--- config.mk ---
export PLATFORM = sky130hd
export DESIGN_NAME = regfile_nrw
export DESIGN_NICKNAME = d
export VERILOG_FILES = /design/src/rtl/regfile_nrw.sv
export SDC_FILE = /design/constraint.sdc
export NUM_CORES = 1
export LEC_CHECK = 0
export CAP_MARGIN = 20
export CORE_MARGIN = 8
export CORE_UTILIZATION = 53
export CTS_BUF_LIST = sky130_fd_sc_hd__clkbuf_4 sky130_fd_sc_hd__clkbuf_8 sky130_fd_sc_hd__clkbuf_16
export DETAILED_ROUTE_END_ITERATION = 8
export MAX_ROUTING_LAYER = met4
export PLACE_DENSITY = 0.73
export SYNTH_ARGS = -nofsm -noshare
export SYNTH_HDL_FRONTEND = slang
export SYNTH_SLANG_ARGS = --single-unit
export TNS_END_PERCENT = 1
--- constraint.sdc ---
create_clock -name clk -period 1.55 [get_ports clk]
set_input_delay 0.31 -clock clk [delete_from_list [all_inputs] [get_ports clk]]
set_output_delay 0.31 -clock clk [all_outputs]
set_load 0.05 [all_outputs]
--- src/rtl/regfile_nrw.sv ---
// Parametrised two-read/one-write register file with rising-edge write detect,
// registered write-first read ports, per-register dirty map and a bulk-clear sweep.
module regfile_nrw #(
  parameter int WIDTH    = 16,
  parameter int DEPTH    = 8,
  parameter int ADDR_W   = 3,
  parameter int DIN_W    = 4,
  parameter bit PAD_ONES = 1'b1
) (
  input  logic              clk,
  input  logic              reset,
  input  logic              we,
  input  logic [ADDR_W-1:0] W_Adr,
  input  logic [DIN_W-1:0]  Din,
  input  logic [ADDR_W-1:0] R_Adr,
  input  logic [ADDR_W-1:0] S_Adr,
  input  logic              clr,
  output logic [WIDTH-1:0]  R,
  output logic [WIDTH-1:0]  S,
  output logic              busy,
  output logic [DEPTH-1:0]  dirty
);

  typedef enum logic [0:0] {
    IDLE  = 1'b0,
    CLEAR = 1'b1
  } state_t;

  state_t              state_r;
  logic [ADDR_W-1:0]   ptr_r;
  logic                we_q_r;
  logic [WIDTH-1:0]    mem_r [DEPTH];

  logic                wr_fire_s;
  logic                wr_en_s;
  logic                clr_en_s;
  logic                last_s;
  logic [WIDTH-1:0]    wdata_s;
  logic [WIDTH-1:0]    r_next_s;
  logic [WIDTH-1:0]    s_next_s;

  // Write/clear qualification; clear always wins over a coincident write edge
  always_comb begin
    wr_fire_s = we & ~we_q_r;
    wr_en_s   = wr_fire_s & (state_r == IDLE) & ~clr;
    clr_en_s  = (state_r == CLEAR);
    last_s    = (ptr_r == ADDR_W'(DEPTH - 1));
  end

  // Pad narrow input data up to the register width
  always_comb begin
    if (PAD_ONES) begin
      wdata_s = {WIDTH{1'b1}};
    end else begin
      wdata_s = {WIDTH{1'b0}};
    end
    wdata_s[DIN_W-1:0] = Din;
  end

  // Write-first read data for port R: same-edge clear or write overrides storage
  always_comb begin
    r_next_s = mem_r[R_Adr];
    if (clr_en_s && (ptr_r == R_Adr)) begin
      r_next_s = {WIDTH{1'b0}};
    end else if (wr_en_s && (W_Adr == R_Adr)) begin
      r_next_s = wdata_s;
    end else begin
      r_next_s = mem_r[R_Adr];
    end
  end

  // Write-first read data for port S
  always_comb begin
    s_next_s = mem_r[S_Adr];
    if (clr_en_s && (ptr_r == S_Adr)) begin
      s_next_s = {WIDTH{1'b0}};
    end else if (wr_en_s && (W_Adr == S_Adr)) begin
      s_next_s = wdata_s;
    end else begin
      s_next_s = mem_r[S_Adr];
    end
  end

  // Storage, dirty map, clear sweep FSM and registered outputs
  always_ff @(posedge clk or negedge reset) begin
    if (!reset) begin
      state_r <= IDLE;
      ptr_r   <= {ADDR_W{1'b0}};
      we_q_r  <= 1'b1;  // a level-high we across reset release must not write
      R       <= {WIDTH{1'b0}};
      S       <= {WIDTH{1'b0}};
      busy    <= 1'b0;
      dirty   <= {DEPTH{1'b0}};
      for (int i = 0; i < DEPTH; i++) begin
        mem_r[i] <= {WIDTH{1'b0}};
      end
    end else begin
      we_q_r <= we;
      R      <= r_next_s;
      S      <= s_next_s;
      case (state_r)
        IDLE: begin
          if (clr) begin
            state_r <= CLEAR;
            busy    <= 1'b1;
            ptr_r   <= {ADDR_W{1'b0}};
          end else if (wr_fire_s) begin
            mem_r[W_Adr] <= wdata_s;
            dirty[W_Adr] <= 1'b1;
          end else begin
            busy <= 1'b0;
          end
        end
        CLEAR: begin
          mem_r[ptr_r] <= {WIDTH{1'b0}};
          dirty[ptr_r] <= 1'b0;
          ptr_r        <= ptr_r + ADDR_W'(1);
          if (last_s) begin
            state_r <= IDLE;
            busy    <= 1'b0;
          end else begin
            busy <= 1'b1;
          end
        end
        default: begin
          state_r <= IDLE;
          busy    <= 1'b0;
        end
      endcase
    end
  end

endmodule
==> results of run 1 <==
sequential cells by signal (all words and copies together) (netlist names):
name      flops
mem_r       128
R            16
S            16
dirty         8
ptr_r         3
busy          1
clr_en_s      1
we_q_r        1
timing repair:
item	4_1_cts	5_1_grt
buffers inserted	1	0
gates resized for setup	15	63
hold endpoints to repair	26	0
hold buffers	1	0
pin swaps	3	3
endpoints found under the setup margin	26	158
synth_stat cells, drive strengths merged:
master	count
dfrtp	173
nand2	124
mux4	64
a21o	52
o21ai	46
buf	44
mux2i	33
nand3	19
clkbuf	16
a21oi	14
o21a	14
nor2	11
a211oi	8
xnor2	8
inv	4
nand4	4
nor2b	4
xor2	4
nand2b	3
and3b	2
ha	2
nor3	2
a22oi	1
a31oi	1
and3	1
and4b	1
and4bb	1
dfstp	1
nand3b	1
nand4b	1
nor4b	1
nor4bb	1
routing by layer:
layer	track usage	share of wire	vias up
met4	0.0933	0.029	0
met3	0.0574	0.067	47
met1	0.284	0.39	3069
met5	-	0	-
met2	0.378	0.51	242
li1	-	-	2581
critical path, delay by kind of cell (launching register included):
| family | cells | cell delay [ns] |
|---|---|---|
| buffers and inverters | 2 | 0.40 |
| AND/OR/NAND/NOR | 3 | 0.60 |
| flip-flops | 1 | 0.39 |
| AO/OA/AOI/OAI | 1 | 0.10 |
kinds of logic (layout without fill, tap and decap cells):
logic type / Yosys count / after routing / share of synthesized area
adders and majority gates: 2 / 2 / 0.00304
buffers and inverters: 64 / 179 / 0.0398
AOI/OAI and AO/OA: 136 / 136 / 0.106
DFF: 174 / 174 / 0.529
xor gates and xnor gates: 12 / 12 / 0.0128
and+or+nand+nor: 176 / 176 / 0.0949
muxes: 97 / 97 / 0.215
final cells by class:
type	instances	area, sq um
tap	188	235
sequential	174	4360
multi-input combinational	423	3690
clock inverter	12	109
clock buffer	20	467
timing repair buffer	143	1880
fill	994	4440
inverter	4	15.0
cells in the final DEF, fill, tap and decap left out, types with 11 or more instances in the layout:
cell type        netlist  layout
nand2_1              124     112
a21o_1                52      52
o21a_1                14      14
nand3_1               19      14
mux4_2                64      64
buf_4                 11      55
o21ai_1                0      24
buf_12                 0      59
clkbuf_16              0      17
nor2_1                11      11
nand2_2                0      12
buf_6                  1      12
clkdlybuf4s50_1        0      11
o21ai_0               46      22
dfrtp_1              173     172
mux2i_1               33      33
power by group through the flow:
stage          Combinational, W  Clock (W)  Sequential (W)
6_report                0.00549    0.00416         0.00629
5_1_grt                 0.00583    0.00440         0.00640
4_1_cts                 0.00533    0.00422         0.00627
3_5_place_dp            0.00529          0         0.00635
3_3_place_gp            0.00514          0         0.00625
2_1_floorplan           0.00227          0         0.00677
stage by stage:
stage,power (W),std cells,util,worst slack [ns]
final,0.0160,964,0.708,-0.0727
after global routing,0.0166,964,0.708,-0.149
after CTS,0.0158,964,0.697,-0.0418
after detailed placement,0.0116,930,0.656,-0.518
after global placement,0.0114,930,0.656,-0.452
after floorplan,0.00904,661,-,0.0228
final timing paths:
check | cells after the start | end | slack (ns)
max in group asynchronous | 3 | mem_r[36]$_DFFE_PN0P_ | 0.66
min reg2reg | 2 | mem_r[110]$_DFFE_PN0P_ | 0.50
min in group clk | 1 | we_q_r$_DFF_PN1_ | 0.37
min | 2 | mem_r[108]$_DFFE_PN0P_ | 0.32
max reg2reg | 6 | mem_r[97]$_DFFE_PN0P_ | -0.07
max | 6 | mem_r[97]$_DFFE_PN0P_ | -0.07
==> results by group, run 1 <==
Outcome
  – Outcome: finished with violations
  – Failing checks: setup timing

Final layout
  – Layout cells sized above 1: 0.343
  – Final Cell Area: roughly 11000 sq um
  – NumNets Final: slightly below 800
  – P&R area growth vs syn: 30.6%
  – Diode count: 0

Pwr
  – Clock group share of total power: 0.261
  – Seq pwr share: 0.395
  – Switching Fraction: 0.349
  – Logic pwr share: 0.344
  – Worst VDD drop: between 1000 and 1500 uV
  – Internal: between 0.01 and 0.015 W
  – Net Sw Power: around 0.0056 W
  – P per Cell Area: between 1000 and 1500 nW/um^2
  – P_leak: around 5.5 nW

Logic synthesis
  – Ranking of synthesized cells by area: dfrtp_1, mux4_2, nand2_1
  – Cell variety after synth: 36
  – Synthesized cell area: ~8000 sq um
  – Syn_nets: 680
  – Mapped Cells: 661
  – Area leader, netlist: dfrtp_1
  – Mean Syn Cell Area: 12.5 sq um
  – Share of the synthesized area in the top cell type: 0.526
  – Post-synthesis register bit count: between 150 and 200
  – Sequential element share of the synthesized area: 0.529
  – Yosys warning total: 0

CTS
  – Clk buf depth: 2
  – Root Buffer: clkbuf_16
  – Clock Sinks: 174
  – CTS tree: yes
  – Number of buffers created by CTS: 17
  – Clk Latency, worst-skew pair: roughly 0.44 ns
  – H-tree levels: 4
  – Clock transition at path regs: around 0.070 ns

Routing
  – Vias per cell: between 6 and 7
  – Post-DRT Antenna Nets: 0
  – Initial DRC count: around 570
  – Total Wirelength: 21800 um
  – First-pass detailed-route iteration total: 4
  – Detailed-route DRC error count: 0
  – Total number of vias: just under 6000
  – Drt wl/cell: around 23 um

Setup path
  – Crit-path cells: nor4b_4, buf_4, nand3_1, buf_4, nand3_1, o21ai_0
  – CP Launch Type: flop
  – WP data arrival: between 1.5 and 2 ns
  – Crit. Startpoint: we_q_r$_DFF_PN1_
  – Setup crit end kind: flop
  – Crit path largest cell delay: ~0.4 ns
  – Worst Path Max Fanout: 6
  – Max stage delay cell, worst path: dfstp_2
  – Required @ worst endpoint: 1.86 ns
  – Launching point of the worst reg2reg path: we_q_r$_DFF_PN1_
  – WS Path Type: flop to flop

Die
  – Die Height: ~140 um
  – Die footprint: ~20000 sq um
  – Rows: 45
  – # IOs: 58
  – Initial Utilization: 0.542
  – Die width: ~140 um
  – Core footprint: approximately 15000 sq um

STA
  – Slew Limit Headroom: 0.760
  – Final WS setup: -0.0727 ns
  – Clk_skew: between 0.007 and 0.008 ns
  – Min Tclk post-route: 1.62 ns
  – Slew Viols, Final: 0
  – Hold_ws: between 0.3 and 0.4 ns
  – Unrepaired setup endpoints after global routing: true
  – Worst slew pin tran: between 0.3 and 0.4 ns
  – Fmax: a little over 0.6 GHz
  – Final Hold Fails: 0
  – Count of final setup violators: 70
  – Fin crit share: 1.05
  – Setup TNS: -1.86 ns

Min path
  – Min-Delay Path Class: input port to asynchronous set/reset pin

Global routing
  – All-Layer GR Usage: 0.235
  – First-pass GRT wire length: ~35000 um
  – Largest net degree at the start of global routing: between 50 and 60
  – Initial antenna violation count: 0
  – Total gr overflow: 0
  – Number of global-route vias before repair: 6300

Placement
  – Area after DPL: between 9000 and 10000 sq um
  – PortBufs: 57
  – Gpl congestion: between 0.8 and 0.9
  – Hpwl dp: 15100 um

Job
  – Max-cap violation count: 0
Note: power is estimated with default switching activity, not from simulation.
==> run 2: changes to the inputs <==
- PLACE_DENSITY: 0.73 -> 0.86
==> results by group, run 2 (same netlist as run 1, synthesis figures left out) <==
STA
  – Final WS setup: 0.000904 ns (+0.0736 ns)
  – Setup TNS: 0 ns (+1.86 ns)
  – Final Hold Fails: 0 (unchanged)
  – Unrepaired setup endpoints after global routing: true
  – Worst slew pin tran: 0.350 ns (-0.00793 ns)
  – Min Tclk post-route: 1.55 ns (-0.0736 ns)
  – Slew Viols, Final: 0 (unchanged)
  – Fin crit share: 0.999 (-0.0475)
  – Slew Limit Headroom: 0.766 (+0.00530)
  – Clk_skew: 0.00861 ns (+0.000952 ns)
  – Count of final setup violators: 0 (-100%)
  – Fmax: 0.646 GHz (+4.8%)

Final layout
  – Reg area: 4360 sq um (unchanged)
  – Biggest regs: mem_r x128, R x16, S x16
  – Diode count: 0 (unchanged)
  – NumNets Final: 773 (-1.2%)
  – Post-layout util: 0.700 (-0.00749)
  – Area of the multi-input gates: 3610 sq um (-2.2%)
  – Number of flip-flops in the largest register: 128 (unchanged)
  – Leading cell type in the layout, fill and taps excluded: dfrtp_1
  – P&R area growth vs syn: 29.2%
  – Fillers: 931 (-6.3%)
  – Layout cells sized above 1: 0.314 (-0.0286)
  – Most frequent cells in the layout: dfrtp_1, nand2_1, mux4_2
  – Largest Register: mem_r
  – Fin cells: 955 (-0.93%)

Pwr
  – P_leak: 5.45 nW (-0.25%)
  – Worst VDD drop: 967 uV (-22%)
  – P per Cell Area: 1540 nW/um^2 (+3.6%)

Routing
  – Total Wirelength: 22800 um (+4.7%)
  – First-pass detailed-route iteration total: 8 (+4)
  – Vias per cell: 6.46 (+4.9%)
  – Total number of vias: 6174 (+4.0%)
  – Initial DRC count: 648 (+14%)
  – Post-DRT Antenna Nets: 0 (unchanged)
  – Detailed-route DRC error count: 0 (unchanged)
  – Drt wl/cell: 23.9 um (+5.7%)

Global routing
  – Initial antenna violation count: 0 (unchanged)
  – Largest net degree at the start of global routing: 63 (+17%)
  – Total gr overflow: 0 (unchanged)
  – Number of global-route vias before repair: 6629 (+5.2%)
  – First-pass GRT wire length: 35800 um (+3.5%)
  – All-Layer GR Usage: 0.244 (+0.00851)

Setup path
  – WS Path Type: input port to flop
  – Setup crit end kind: flop
  – Launching point of the worst reg2reg path: clr_en_s$_DFF_PN0_
  – Internal reg-to-reg setup slack: 0.0009 ns (+0.07 ns)
  – Worst Path Max Fanout: 6 (unchanged)
  – R2R cell count: 5 (-1)
  – Crit-path cells: clkdlybuf4s50_1, buf_4, mux4_2, mux2i_1, a211oi_2
  – Required @ worst endpoint: 1.86 ns (about the same)
  – RR Endpoint: R[2]$_DFF_PN0_
  – Crit path largest cell delay: 0.52 ns (+0.13 ns)
  – Crit. Startpoint: R_Adr[2]
  – Max stage delay cell, worst path: mux4_2
  – WP data arrival: 1.86 ns (-0.07 ns)
  – CP Launch Type: input port

Min path
  – Min-Delay Path Class: input port to asynchronous set/reset pin

CTS
  – Clock Sinks: 174 (unchanged)
  – Clk buf depth: 2 (unchanged)
  – Clk Latency, worst-skew pair: 0.44 ns (about the same)
  – Number of buffers created by CTS: 17 (unchanged)
  – Clock transition at path regs: 0.06 ns (about the same)
  – CTS tree: yes
  – Root Buffer: clkbuf_16
  – H-tree levels: 4 (unchanged)

Die
  – # IOs: 58 (unchanged)
  – Core footprint: 15200 sq um (unchanged)
  – Die footprint: 19800 sq um (unchanged)
  – Die Height: 141 um (unchanged)
  – Initial Utilization: 0.542 (unchanged)
  – Rows: 45 (unchanged)
  – Die width: 141 um (unchanged)

Job
  – Max-cap violation count: 0 (unchanged)

Placement
  – PortBufs: 57 (unchanged)
  – Gpl congestion: 0.944 (+8.3%)
  – DP Worst Slack: -0.463 ns (+0.0545 ns)
  – DP Cell Count: 922 (-0.86%)
  – Hpwl dp: 15500 um (+3.1%)

Outcome
  – Outcome: finished, final reports clean
==> run 2: cell types whose count changed in the layout (fill, tap and decap cells not counted), moves of 4 or more <==
cell      before  now
nand2_2       12    4
a21oi_1        5   13
clkbuf_4       0    4
nand3_2        5    0
nand2_1      112  120
a21oi_2        8    1
o21ai_1       24    9
buf_6         12    3
nand3_1       14   19
o21ai_0       22   34
==> run 2: power by group <==
part           leakage [nW]  internal (W)  switching, W
logic                  2.75       0.00247       0.00291
registers              2.39       0.00548      0.000854
clock network         0.312       0.00286       0.00177
==> run 2: critical path, delay by kind of cell <==
family                 cells  cell delay [ns]
multiplexers               2             0.78
buffers and inverters      2             0.65
AO/OA/AOI/OAI              1             0.12
==> run 2: per-stage QoR <==
step / area, sq um / total power (W) / hold slack, ns
floorplan: 8240 / 0.00904 / 0.0144
global placement: 9920 / 0.0113 / 0.166
detailed placement: 9920 / 0.0116 / 0.169
CTS: 10600 / 0.0163 / 0.269
global route: 10600 / 0.0170 / 0.277
finish: 10600 / 0.0163 / 0.280
==> run 2: area by class of cell <==
cell class	count	share of cell area
clock buffer	23	0.0454
sequential	174	0.409
tap	188	0.0221
inverter	4	0.00141
multi-input combinational	423	0.339
clock inverter	9	0.0148
timing repair buffer	134	0.168
==> run 2: per-layer routing <==
| layer | vias up | share of wire | GRT usage |
|---|---|---|---|
| li1 | 2559 | - | - |
| met2 | 362 | 0.51 | 0.397 |
| met5 | - | 0 | - |
| met1 | 3176 | 0.37 | 0.280 |
| met3 | 77 | 0.090 | 0.0584 |
| met4 | 0 | 0.035 | 0.121 |
==> run 2: timing repair <==
item                       CTS  global route
gates cloned                 0             0
pin swaps                    1             2
buffers inserted             0             0
gates resized for setup      4            32
setup endpoints to repair    8            64
hold buffers                 1             0
hold endpoints to repair    91             0
==> run 2: how the worst max path moves through the flow <==
stage | endpoint | slack [ns] | cells past startpoint
2_1_floorplan | S[10]$_DFF_PN0_ | 0.02 | 5
3_3_place_gp | mem_r[38]$_DFFE_PN0P_ | -0.40 | 6
3_5_place_dp | mem_r[19]$_DFFE_PN0P_ | -0.46 | 6
4_1_cts | R[0]$_DFF_PN0_ | -0.0004 | 6
5_1_grt | R[2]$_DFF_PN0_ | -0.06 | 5
6_report | R[0]$_DFF_PN0_ | 0.0009 | 5
